--- config.mk ---
export PLATFORM = sky130hd
export DESIGN_NAME = timer_alarm_ctrl_flat
export DESIGN_NICKNAME = d
export VERILOG_FILES = /design/src/rtl/timer_alarm_ctrl_if.sv /design/src/rtl/timer_alarm_ctrl.sv /design/src/flat_wrapper.sv
export SDC_FILE = /design/constraint.sdc
export NUM_CORES = 1
export LEC_CHECK = 0
export ABC_AREA = 1
export BUFFER_PORTS_ARGS = -buffer_cell sky130_fd_sc_hd__buf_2
export CAP_MARGIN = 20
export CORE_ASPECT_RATIO = 1.2
export CORE_MARGIN = 3
export CORE_UTILIZATION = 40
export DETAILED_ROUTE_END_ITERATION = 12
export RECOVER_POWER = 50
export SYNTH_ARGS = -nofsm -noshare
export SYNTH_HDL_FRONTEND = slang
export SYNTH_SLANG_ARGS = --single-unit
--- constraint.sdc ---
create_clock -name CLK -period 1.5 [get_ports CLK]
set_input_delay 0.3 -clock CLK [delete_from_list [all_inputs] [get_ports CLK]]
set_output_delay 0.3 -clock CLK [all_outputs]
set_load 0.05 [all_outputs]
--- src/rtl/timer_alarm_ctrl_if.sv ---
// Alarm pin bundle: timer/button inputs and piezo/LED/busy outputs.
interface timer_alarm_ctrl_if;
    logic S;
    logic STOP;
    logic PIEZO;
    logic LED;
    logic BUSY;

    modport master (
        output S,
        output STOP,
        input  PIEZO,
        input  LED,
        input  BUSY
    );

    modport slave (
        input  S,
        input  STOP,
        output PIEZO,
        output LED,
        output BUSY
    );
endinterface

--- src/rtl/timer_alarm_ctrl.sv ---
// Alarm beeper: beep/gap bursts with pause, stop and optional ring timeout.
// Optional feature macro: ALARM_TIMEOUT_EN (ring timeout of TIMEOUT_S seconds).
module timer_alarm_ctrl #(
    parameter int TONE_HALF = 1,
    parameter int BEEP_MS   = 200,
    parameter int GAP_MS    = 100,
    parameter int BEEPS     = 4,
    parameter int PAUSE_MS  = 500,
    parameter int TIMEOUT_S = 30
) (
    input  logic              CLK,
    input  logic              RESETN,
    timer_alarm_ctrl_if.slave bus
);

    localparam int BG_MAX = (BEEP_MS > GAP_MS) ? BEEP_MS : GAP_MS;
    localparam int PH_MAX = (BG_MAX > PAUSE_MS) ? BG_MAX : PAUSE_MS;
    localparam int PH_W   = $clog2(PH_MAX + 1);
    localparam int BC_W   = $clog2(BEEPS + 1);
    localparam int TN_W   = $clog2(TONE_HALF + 1);

    typedef enum logic [1:0] {
        IDLE,
        BEEP,
        GAP,
        PAUSE
    } state_t;

    state_t state;
    state_t state_n;

    logic            s_d;
    logic            stop_d;
    logic            s_start;
    logic            stop_en;
    logic [PH_W-1:0] ph_cnt;
    logic [BC_W-1:0] beep_cnt;
    logic [TN_W-1:0] tone_cnt;
    logic            beep_inc;
    logic            beep_clr;
    logic            to_hit;
    logic            piezo;
    logic            led;
    logic            busy;

    assign s_start = bus.S & ~s_d;
    assign stop_en = bus.STOP & ~stop_d;

`ifdef ALARM_TIMEOUT_EN
    localparam int TO_MAX = TIMEOUT_S * 1000;
    localparam int TO_W   = $clog2(TO_MAX + 1);

    logic [TO_W-1:0] to_cnt;

    assign to_hit = (state != IDLE) && (to_cnt == TO_W'(TO_MAX - 1));

    always_ff @(posedge CLK or negedge RESETN) begin
        if (!RESETN) begin
            to_cnt <= '0;
        end else if (state == IDLE) begin
            to_cnt <= '0;
        end else begin
            to_cnt <= to_cnt + TO_W'(1);
        end
    end
`else
    assign to_hit = 1'b0;
`endif

    always_comb begin
        state_n  = state;
        beep_inc = 1'b0;
        beep_clr = 1'b0;
        case (state)
            IDLE: begin
                if (s_start && !stop_en) state_n = BEEP;
            end
            BEEP: begin
                if (ph_cnt == PH_W'(BEEP_MS - 1)) begin
                    state_n  = GAP;
                    beep_inc = 1'b1;
                end
            end
            GAP: begin
                if (ph_cnt == PH_W'(GAP_MS - 1)) begin
                    if (beep_cnt < BC_W'(BEEPS)) begin
                        state_n = BEEP;
                    end else begin
                        state_n  = PAUSE;
                        beep_clr = 1'b1;
                    end
                end
            end
            PAUSE: begin
                if (ph_cnt == PH_W'(PAUSE_MS - 1)) state_n = BEEP;
            end
            default: state_n = IDLE;
        endcase
        // Abort has priority over every sequencing transition.
        if (state != IDLE && (stop_en || !bus.S || to_hit)) begin
            state_n = IDLE;
        end
    end

    always_ff @(posedge CLK or negedge RESETN) begin
        if (!RESETN) begin
            state    <= IDLE;
            s_d      <= 1'b0;
            stop_d   <= 1'b0;
            ph_cnt   <= '0;
            beep_cnt <= '0;
            tone_cnt <= '0;
            piezo    <= 1'b0;
            led      <= 1'b0;
            busy     <= 1'b0;
        end else begin
            state  <= state_n;
            s_d    <= bus.S;
            stop_d <= bus.STOP;

            if (state_n != state || state == IDLE) begin
                ph_cnt <= '0;
            end else begin
                ph_cnt <= ph_cnt + PH_W'(1);
            end

            if (state == IDLE || beep_clr) begin
                beep_cnt <= '0;
            end else if (beep_inc) begin
                beep_cnt <= beep_cnt + BC_W'(1);
            end

            // Tone starts high on beep entry, then flips every TONE_HALF cycles.
            if (state_n != BEEP) begin
                piezo    <= 1'b0;
                tone_cnt <= '0;
            end else if (state != BEEP) begin
                piezo    <= 1'b1;
                tone_cnt <= '0;
            end else if (tone_cnt == TN_W'(TONE_HALF - 1)) begin
                piezo    <= ~piezo;
                tone_cnt <= '0;
            end else begin
                tone_cnt <= tone_cnt + TN_W'(1);
            end

            led  <= (state_n == BEEP);
            busy <= (state_n != IDLE);
        end
    end

    assign bus.PIEZO = piezo;
    assign bus.LED   = led;
    assign bus.BUSY  = busy;

endmodule

--- src/flat_wrapper.sv ---
// flat-port wrapper written by rule: the top's interface ports become plain ports
module timer_alarm_ctrl_flat 
#(
    parameter int TONE_HALF = 1,
    parameter int BEEP_MS   = 200,
    parameter int GAP_MS    = 100,
    parameter int BEEPS     = 4,
    parameter int PAUSE_MS  = 500,
    parameter int TIMEOUT_S = 30
)
  (CLK, RESETN, bus_S, bus_STOP, bus_PIEZO, bus_LED, bus_BUSY);
  timer_alarm_ctrl_if bus_i ();
  input  logic CLK;
  input  logic RESETN;
  input wire logic [$bits(bus_i.S)-1:0] bus_S;
  input wire logic [$bits(bus_i.STOP)-1:0] bus_STOP;
  output wire logic [$bits(bus_i.PIEZO)-1:0] bus_PIEZO;
  output wire logic [$bits(bus_i.LED)-1:0] bus_LED;
  output wire logic [$bits(bus_i.BUSY)-1:0] bus_BUSY;
  assign bus_i.S = bus_S;
  assign bus_i.STOP = bus_STOP;
  assign bus_PIEZO = bus_i.PIEZO;
  assign bus_LED = bus_i.LED;
  assign bus_BUSY = bus_i.BUSY;
  timer_alarm_ctrl #(.TONE_HALF(TONE_HALF), .BEEP_MS(BEEP_MS), .GAP_MS(GAP_MS), .BEEPS(BEEPS), .PAUSE_MS(PAUSE_MS), .TIMEOUT_S(TIMEOUT_S)) u_core (.CLK(CLK), .RESETN(RESETN), .bus(bus_i));
endmodule
* Word-level counts from Yosys, hierarchy flattened *
Cells that the tools add are included.
W data, S select, Z words.

word-level totals
  register bits = 20
  input port bits = 4
  output and inout port bits = 3
  logic and storage cells = 61

cells by class
  add/sub/neg operators = 3
  magnitude comparators = 1
  equality and inequality tests = 11
  muxes and demuxes = 21
  bitwise gates (word level) = 5
  reductions and logical operators = 11

operators by type and width
  operator               number
  $mux W2                6
  $mux W1                11
  $add A9 B1 Y9 const B  1
  $eq A9 B7 Y1 const B   1
  $eq A9 B8 Y1 const B   1
  $eq A9 B9 Y1 const B   1
  $mux W9                1
  $pmux W2 S4            1
  $mux W3                2
  $reduce_bool A2 Y1     3
  $eq A2 B1 Y1 const B   2
  $eq A2 B2 Y1 const B   2
  $ne A2 B1 Y1 const B   2
  $add A3 B1 Y3 const B  1
  $logic_or A1 B1 Y1     3
  $lt A3 B3 Y1 const B   1
  $ne A3 B3 Y1 const B   1
  $not A1 Y1             3
  $and A1 B1 Y1          2
  $logic_and A1 B1 Y1    2
  $logic_not A1 Y1       2
  $logic_not A2 Y1       1
  $ne A2 B2 Y1           1
  $add A1 B1 Y1 const B  1

* Depth between registers and ports, before layout *
Gate-level depths: netlist of run 1.

  depth in word-level cells = 10
  mapped depth = 13
  mapped depth without buffers = 13

* Worst setup path after synthesis of run 1 *
No wires, ideal clock.

  kind = reg-to-reg
  start point = register u_core.ph_cnt[0]
  end point = register u_core.ph_cnt[6]
  library setup time = 0.120 ns
  arrival time = 1.376 ns
  data required time = 1.380 ns
  setup slack = 0.004 ns
  stages on the path, launching flop included = 11
  path buffers = 0
  clock period less this slack = 1.496 ns
  cell sequence = dfrtp_1 > ha_1 > nand2_1 > nor2_2 > nand3_2 > nand3_2 > nand2_2 > nand2_1 > nand2_2 > nand2_4 > nor2_1

between the ends
  longest elaborated chain between the ends = 7
  elaborated cells on any way between the ends = 12
  those cells by class = add/sub: 1; eq/ne: 4; mux: 6; reduce/logical: 1

RTL lines
  item                                  RTL line                                                                source
  from (decl)                           timer_alarm_ctrl.sv:36                                                  logic [PH_W-1:0] ph_cnt;
  from (signal assigned)                timer_alarm_ctrl.sv:124                                                 ph_cnt <= ph_cnt + PH_W'(1);
  $eq A9 B9 Y1 (tied with other cells)  timer_alarm_ctrl.sv:95                                                  if (ph_cnt == PH_W'(PAUSE_MS - 1)) state_n = BEEP;
  $mux W2 (on tied branches)            timer_alarm_ctrl.sv:95, timer_alarm_ctrl.sv:79, timer_alarm_ctrl.sv:85
  $pmux W2 S4 *                         timer_alarm_ctrl.sv:74                                                  case (state)
  $mux W2 *                             timer_alarm_ctrl.sv:100                                                 if (state != IDLE && (stop_en || !bus.S || to_hit)) begin
  named net u_core.state_n[0]           timer_alarm_ctrl.sv:30                                                  state_t state_n;
  $ne A2 B2 Y1 *                        timer_alarm_ctrl.sv:121                                                 if (state_n != state || state == IDLE) begin
  $logic_or A1 B1 Y1 *                  timer_alarm_ctrl.sv:121
  $mux W9 *                             timer_alarm_ctrl.sv:121

Mark *: on every way through the listed nets, which the timed path passes. The rest lies on a longest branch.
A chain may end at the register's enable or synchronous reset.

* Worst setup path in the final report of run 1 *
  start point = register u_core.ph_cnt[0]
  end point = register u_core.ph_cnt[4]

Same word-level chain as after synthesis.

==> results of run 1 <==
[report_power, final]
part	switching, mW	leakage [nW]	internal [mW]
Sequential	0.00716	0.256	0.523
Clock	0.154	0.0177	0.0994
Combinational	0.0773	0.358	0.0335
[synth_stat cells, types with 2 or more instances]
library cell              instances  area share, %
sky130_fd_sc_hd__nand2_2          5            3.2
sky130_fd_sc_hd__inv_2            2           0.76
sky130_fd_sc_hd__xnor2_1          2            1.8
sky130_fd_sc_hd__nor2_1          19            7.2
sky130_fd_sc_hd__nand3_2          2            2.0
sky130_fd_sc_hd__nand3_1          9            4.6
sky130_fd_sc_hd__xor2_1           6            5.3
sky130_fd_sc_hd__ha_1             2            2.5
sky130_fd_sc_hd__nor3_1           3            1.5
sky130_fd_sc_hd__inv_1           17            6.5
sky130_fd_sc_hd__dfrtp_1         19             48
sky130_fd_sc_hd__a21oi_1          3            1.5
sky130_fd_sc_hd__nand2_1         20            7.6
sky130_fd_sc_hd__nor2_2           4            2.5
[timing repair]
action                                 in CTS  in global routing
hold buffers                                1                  0
setup buffers                               1                  2
endpoints found under the hold margin      19                  0
pin swaps                                   6                  5
gates cloned                                1                  0
setup endpoints to repair                  11                 13
gates resized for setup                    10                 31
[metrics by stage]
step                      utilization [%]  hold WS (ps)  area [um2]  power [mW]
after floorplan                         -         4.409       984.7      0.5900
after global placement              49.59         260.4        1144      0.6235
after detailed placement            49.59         260.8        1144      0.6250
after CTS                           53.77         99.87        1240      0.8977
after global routing                59.09         93.53        1363      0.9479
final                               59.09         114.5        1363      0.8944
[worst register-to-register path, delay by kind of cell (launching register included)]
kind,cells,cell delay (ps)
simple gates,9,830
fa+ha+maj,1,200
flops,1,400
[layout make-up]
| class | count | share of cell area [%] |
|---|---|---|
| multi-input cells | 82 | 43.43 |
| well taps | 31 | 2.847 |
| inverters | 20 | 5.693 |
| clock inverters | 1 | 0.3673 |
| flip-flops and latches | 19 | 34.99 |
| clock buffers | 3 | 1.653 |
| repair buffers | 22 | 11.02 |
[logic make-up after synthesis]
family	Yosys count	synth area share, %
XOR/XNOR	8	7.116
adder cells (fa/ha/maj)	2	2.541
flip-flops	19	48.29
buffers and inverters	20	7.624
AO/OA/AOI/OAI	6	3.303
AND/OR/NAND/NOR	65	31.13
[worst max-delay path by stage]
stage                                     startpoint  slack, ps  cells after the start                         end
after floorplan           u_core.ph_cnt[0]$_DFF_PN0_          4                     10  u_core.ph_cnt[6]$_DFF_PN0_
after global placement    u_core.ph_cnt[0]$_DFF_PN0_        -70                     12  u_core.ph_cnt[7]$_DFF_PN0_
after detailed placement  u_core.ph_cnt[0]$_DFF_PN0_       -120                     12  u_core.ph_cnt[3]$_DFF_PN0_
after CTS                 u_core.ph_cnt[1]$_DFF_PN0_        -10                     11  u_core.ph_cnt[1]$_DFF_PN0_
after global routing      u_core.ph_cnt[0]$_DFF_PN0_       -130                     10  u_core.ph_cnt[2]$_DFF_PN0_
final                     u_core.ph_cnt[0]$_DFF_PN0_        -20                     10  u_core.ph_cnt[4]$_DFF_PN0_
[per-layer routing]
metal  up-vias  share of wire, %  global-route usage (%)  routed length [um]
li1        424                 -                       -                   -
met1       374                44                   18.47                 897
met2         7                53                   25.05                1075
met3         4               2.2                   2.211                  44
met4         0               1.3                   6.742                  27
met5         -                 0                       0                   0
[flip-flops by register name (all words and copies together), names as in the netlist]
| name | cells |
|---|---|
| u_core.bus.PIEZO | 1 |
| u_core.ph_cnt | 9 |
| u_core.stop_d | 1 |
| u_core.state | 2 |
| u_core.bus.BUSY | 1 |
| u_core.bus.LED | 1 |
| u_core.beep_cnt | 3 |
| u_core.s_d | 1 |
==> reports/results.ini, run 1 <==
[status]
status = finished with violations
failed_checks = setup timing

[min_path]
hold_path_startpoint = bus_S
worstHoldEndpoint = u_core.s_d$_DFF_PN0_
holdPathStages = 1
holdCritPathClass = primary input to flop

[timing]
finalHoldViolations = 0
max_freq_mhz = 656.7
timing.clock.skew_ps = 9.087
layout_worst_path_cycle_share_pct = 101.5
fin_crit_ps = 1523
max-slew-margin-rel_pct = 33.08
timing.final.ws_setup_ps = -22.66
worst_slew_pin_slew_ps = 1004
grt_setup_unrepaired = yes
report.final.slew_viol_count = 0
setup_viols_final = 9
timing.setup.tns_ps = -155.9

[setup_path]
rrSetupSlack_ps = -20
critPathMaxStageDelay_ps = 400
ff2ff_path_depth = 10
worst_setup_path_start_kind = flop
worst_path_max_delay_cell = sky130_fd_sc_hd__dfrtp_1
critical_path_cell_by_cell = ha_4, nand2_4, nor2_4, nand3_2, nand3_2, nand2_2, nand2_1, nand2_4, nand2_4, nor2_1
critical_path_arrival_ps = 1720
path_class = flop to flop
worst-path-max-fanout = 4
cpLargestDelayFamily = simple AND/OR/NAND/NOR gates
sum_of_buffers_and_inverters_on_the_critical_path = 0
regToRegEndpoint = u_core.ph_cnt[4]$_DFF_PN0_
critPathCaptureType = flop
regToRegStartpoint = u_core.ph_cnt[0]$_DFF_PN0_
most_used_cell_cp = sky130_fd_sc_hd__nand2_4
cp.required_ps = 1700

[grt]
track_usage_pct = 14.67
grt_first_pass_wirelength_mm = 3.367
grt_pass1_vias = 789
antenna_found_initial = 0
grt_start_max_net_pins = 20
grt_overflow_total = 0

[place]
globalplace.congestion = 0.7846
placedCellCount = 169
io_buffer_count = 6
worst_case_setup_slack_after_placement_ps = -115.7
dp_hpwl_mm = 1.412

[layout]
most_common_cell_after_layout_fill_and_taps_aside = sky130_fd_sc_hd__dfrtp_1
instances_no_fill = 178
num-nets-final = 154
n_fill_cell = 228
most-common-layout-cells = sky130_fd_sc_hd__dfrtp_1, sky130_fd_sc_hd__nand2_1, sky130_fd_sc_hd__buf_4
flow.area_growth_from_synthesis_pct = 38.37
post_route_cells_drive_above_1_share_pct = 42.86
seqCellArea_um2 = 476.7
multi_input_area_um2 = 591.8
diodes = 0

[synth]
synth-edff-count = 0
ys.flop_type = sky130_fd_sc_hd__dfrtp_1
yosysUniqueCellTypes = 21
synth-warning-count = 0
number_of_storage_elements_in_the_synthesis_netlist = 19
netlist_area_um2 = 984.7
avgSynthCellArea_um2 = 8.206
syn_nets = 126
synth-seq-area-share_pct = 48.28
netlist_instances = 120
async_reset_ff_share_pct = 100.0

[cts]
worst_setup_hold_path_clk_slew_ps = 110
cts.root.buffer_cell = sky130_fd_sc_hd__clkbuf_4
clock_latency_on_the_worst_skew_pair_ps = 300
tritoncts.num_buffers = 3
cts_buffer_depth = 2
cts.htree.levels = 1
cts_tree = built
clock-sinks = 19

[floorplanning]
site_rows = 19
coreArea_um2 = 2306
io_pins = 7
die_x_um = 51.29
effective_utilization_at_floorplan_pct = 42.70
die_area_um2 = 3095
die_outline_height_um = 60.35

[drt]
drt-vias-per-instance = 4.545
num_vias = 809
drt_pre_antenna_iters = 4
post_detailed_route_wirelength_per_cell_um = 11.49
final_wl_mm = 2.045
drt_iter0_markers = 8
post-route-drc-count = 0
postRouteAntennaNets = 0

[power]
static-leakage-power_nw = 0.6318
power.density_nw_per_um2 = 656.4
vdd.ir_drop.worst_mv = 0.4293

[run]
maxCapViolations = 0

(Power assumes the default switching activity.)
==> inputs of run 2 (changes only) <==
PLACE_DENSITY = 0.57   (was unset)
==> run 2 against run 1 <==
Compared with the run above:
- cell count rose by 1.1%
- via count rose by 4.3%
- flip-flop and latch count did not move
- utilization fell by 0.43 points
- global-route usage rose by 1.7 points
- sequential power barely moved
- largest power group unchanged
- the run still ends with setup timing left
- fmax fell by 1.7%
- register-to-register slack got worse by 30 ps
- combinational power barely moved
- total power rose by 0.71%
- clock power rose by 3%
==> reports/results.ini, run 2 (same netlist as run 1, synthesis figures left out) <==
[status]
status = finished with violations
failed_checks = setup timing

[timing]
worst_slew_pin_slew_ps = 484.8
fin_crit_ps = 1549
max_freq_mhz = 645.6
setup_viols_final = 9
timing.clock.skew_ps = 9.218
grt_setup_unrepaired = yes
max-slew-margin-rel_pct = 67.68
timing.final.ws_setup_ps = -48.92
report.final.slew_viol_count = 0
layout_worst_path_cycle_share_pct = 103.3
finalHoldViolations = 0
timing.setup.tns_ps = -326.8

[cts]
cts_buffer_depth = 2
cts.root.buffer_cell = sky130_fd_sc_hd__clkbuf_4
cts.htree.levels = 1
clock-sinks = 19
tritoncts.num_buffers = 3
cts_tree = built
worst_setup_hold_path_clk_slew_ps = 110
clock_latency_on_the_worst_skew_pair_ps = 300

[drt]
drt-vias-per-instance = 4.689
num_vias = 844
final_wl_mm = 2.177
post_detailed_route_wirelength_per_cell_um = 12.09
drt_pre_antenna_iters = 4
post-route-drc-count = 0
postRouteAntennaNets = 0
drt_iter0_markers = 21

[power]
static-leakage-power_nw = 0.6380
vdd.ir_drop.worst_mv = 0.4614
power_switching_share_pct = 26.76
finalPower_mw = 0.9007
portion_of_total_power_attributed_to_sequential_cells_pct = 58.9
internal_power_mw = 0.6597
net-switching-power_mw = 0.2410
clock_share_of_power_pct = 29.0
p_comb_share_pct = 12.1
power.density_nw_per_um2 = 666.0

[grt]
track_usage_pct = 16.41
grt_overflow_total = 0
antenna_found_initial = 0
grt_start_max_net_pins = 20
grt_pass1_vias = 850
grt_first_pass_wirelength_mm = 3.726

[place]
dp_hpwl_mm = 1.433
globalplace.congestion = 0.8098
io_buffer_count = 6

[setup_path]
cp.required_ps = 1730
path_class = flop to flop
critPathCaptureType = flop
regToRegStartpoint = u_core.ph_cnt[0]$_DFF_PN0_
critical_path_arrival_ps = 1780
worst_setup_path_start_kind = flop
rrSetupSlack_ps = -50
critPathLaunch = u_core.ph_cnt[0]$_DFF_PN0_
worst-path-max-fanout = 5
ff2ff_path_depth = 11
regToRegEndpoint = u_core.ph_cnt[8]$_DFF_PN0_
crit_path_end = u_core.ph_cnt[8]$_DFF_PN0_

[layout]
largestRegisters = u_core.ph_cnt: 9 flops, u_core.beep_cnt: 3 flops, u_core.state: 2 flops
post_route_cells_drive_above_1_share_pct = 40.94
num-nets-final = 156
diodes = 0
flow.area_growth_from_synthesis_pct = 37.36
most_common_cell_after_layout_fill_and_taps_aside = sky130_fd_sc_hd__dfrtp_1
largest_register_ff_count = 9
most-common-layout-cells = sky130_fd_sc_hd__dfrtp_1, sky130_fd_sc_hd__inv_1, sky130_fd_sc_hd__buf_4
largest_register = u_core.ph_cnt

[floorplanning]
die_area_um2 = 3095
effective_utilization_at_floorplan_pct = 42.70
coreArea_um2 = 2306
die_x_um = 51.29
io_pins = 7
die_outline_height_um = 60.35
site_rows = 19

[run]
maxCapViolations = 0

[min_path]
holdPathStages = 1
holdCritPathClass = primary input to flop

-- run 2: changes by cell type in the layout (fill, tap and decap cells not counted), moves of 2 or more --
cell / before / now
sky130_fd_sc_hd__inv_1: 14 / 17
sky130_fd_sc_hd__nor2_4: 7 / 5
sky130_fd_sc_hd__buf_4: 15 / 17
sky130_fd_sc_hd__nor2_2: 5 / 8
sky130_fd_sc_hd__inv_2: 4 / 2
-- run 2: per-stage QoR --
| step | util [%] | setup slack, ps | std cells | instance area (um2) | hold slack, ps |
|---|---|---|---|---|---|
| detailed placement | 49.92 | -108.5 | 170 | 1151 | 262.9 |
| floorplan | - | 4.173 | 120 | 984.7 | 4.409 |
| finish | 58.65 | -48.92 | 180 | 1353 | 124.0 |
| CTS | 56.00 | -1.430 | 180 | 1291 | 119.2 |
| global placement | 49.92 | -83.30 | 170 | 1151 | 257.6 |
| global route | 58.65 | -156.3 | 180 | 1353 | 101.2 |
-- run 2: worst max-delay path, stage by stage (launching register included) --
cell and delay, ps:
sky130_fd_sc_hd__dfrtp_1 430, sky130_fd_sc_hd__ha_4 200, sky130_fd_sc_hd__nand3_2 100, sky130_fd_sc_hd__nor2_2 130
sky130_fd_sc_hd__nand2_1 60, sky130_fd_sc_hd__nand2_1 70, sky130_fd_sc_hd__nand2_2 70, sky130_fd_sc_hd__nand2_2 70
sky130_fd_sc_hd__nand2_2 70, sky130_fd_sc_hd__nand2_4 100, sky130_fd_sc_hd__nand2_8 80, sky130_fd_sc_hd__nor2_1 80
-- run 2: per-layer routing --
layer  vias to the layer above  part of all wire (%)  global-route usage [%]
met3                         5                   3.5                   2.948
met1                       390                    42                   19.00
met5                         -                     0                       0
met2                        16                    53                   29.47
met4                         0                   1.9                   7.865
li1                        433                     -                       -
-- run 2: area by class of cell --
type / instances / area, um2
Clock buffer: 4 / 26.28
Fill cell: 222 / 953.4
Inverter: 20 / 75.07
Multi-Input combinational cell: 82 / 570.5
Sequential cell: 19 / 475.5
Tap cell: 31 / 38.79
Timing Repair Buffer: 24 / 166.4
-- run 2: how the worst min path moves through the flow --
stage               slack (ps)                             end  startpoint
global route               100         u_core.stop_d$_DFF_PN0_    bus_STOP
floorplan                    4  u_core.beep_cnt[0]$_DFFE_PN0P_      RESETN
CTS                        120         u_core.stop_d$_DFF_PN0_    bus_STOP
detailed placement         260  u_core.beep_cnt[2]$_DFFE_PN0P_      RESETN
finish                     120            u_core.s_d$_DFF_PN0_       bus_S
global placement           260  u_core.beep_cnt[2]$_DFFE_PN0P_      RESETN
-- run 2: power by group through the flow --
stage / clock (mW) / combinational, mW / sequential, mW
global route: 0.298 / 0.120 / 0.532
detailed placement: 0 / 0.0852 / 0.539
global placement: 0 / 0.0842 / 0.539
CTS: 0.268 / 0.100 / 0.529
finish: 0.261 / 0.109 / 0.531
floorplan: 0 / 0.0332 / 0.557
-- run 2: timing repair --
action | 4_1_cts | 5_1_grt
gates cloned | 1 | 0
gates resized for setup | 16 | 16
pin swaps | 9 | 8
hold buffers | 1 | 0
setup endpoints to repair | 12 | 13
endpoints found under the hold margin | 19 | 0
buffers inserted | 4 | 0
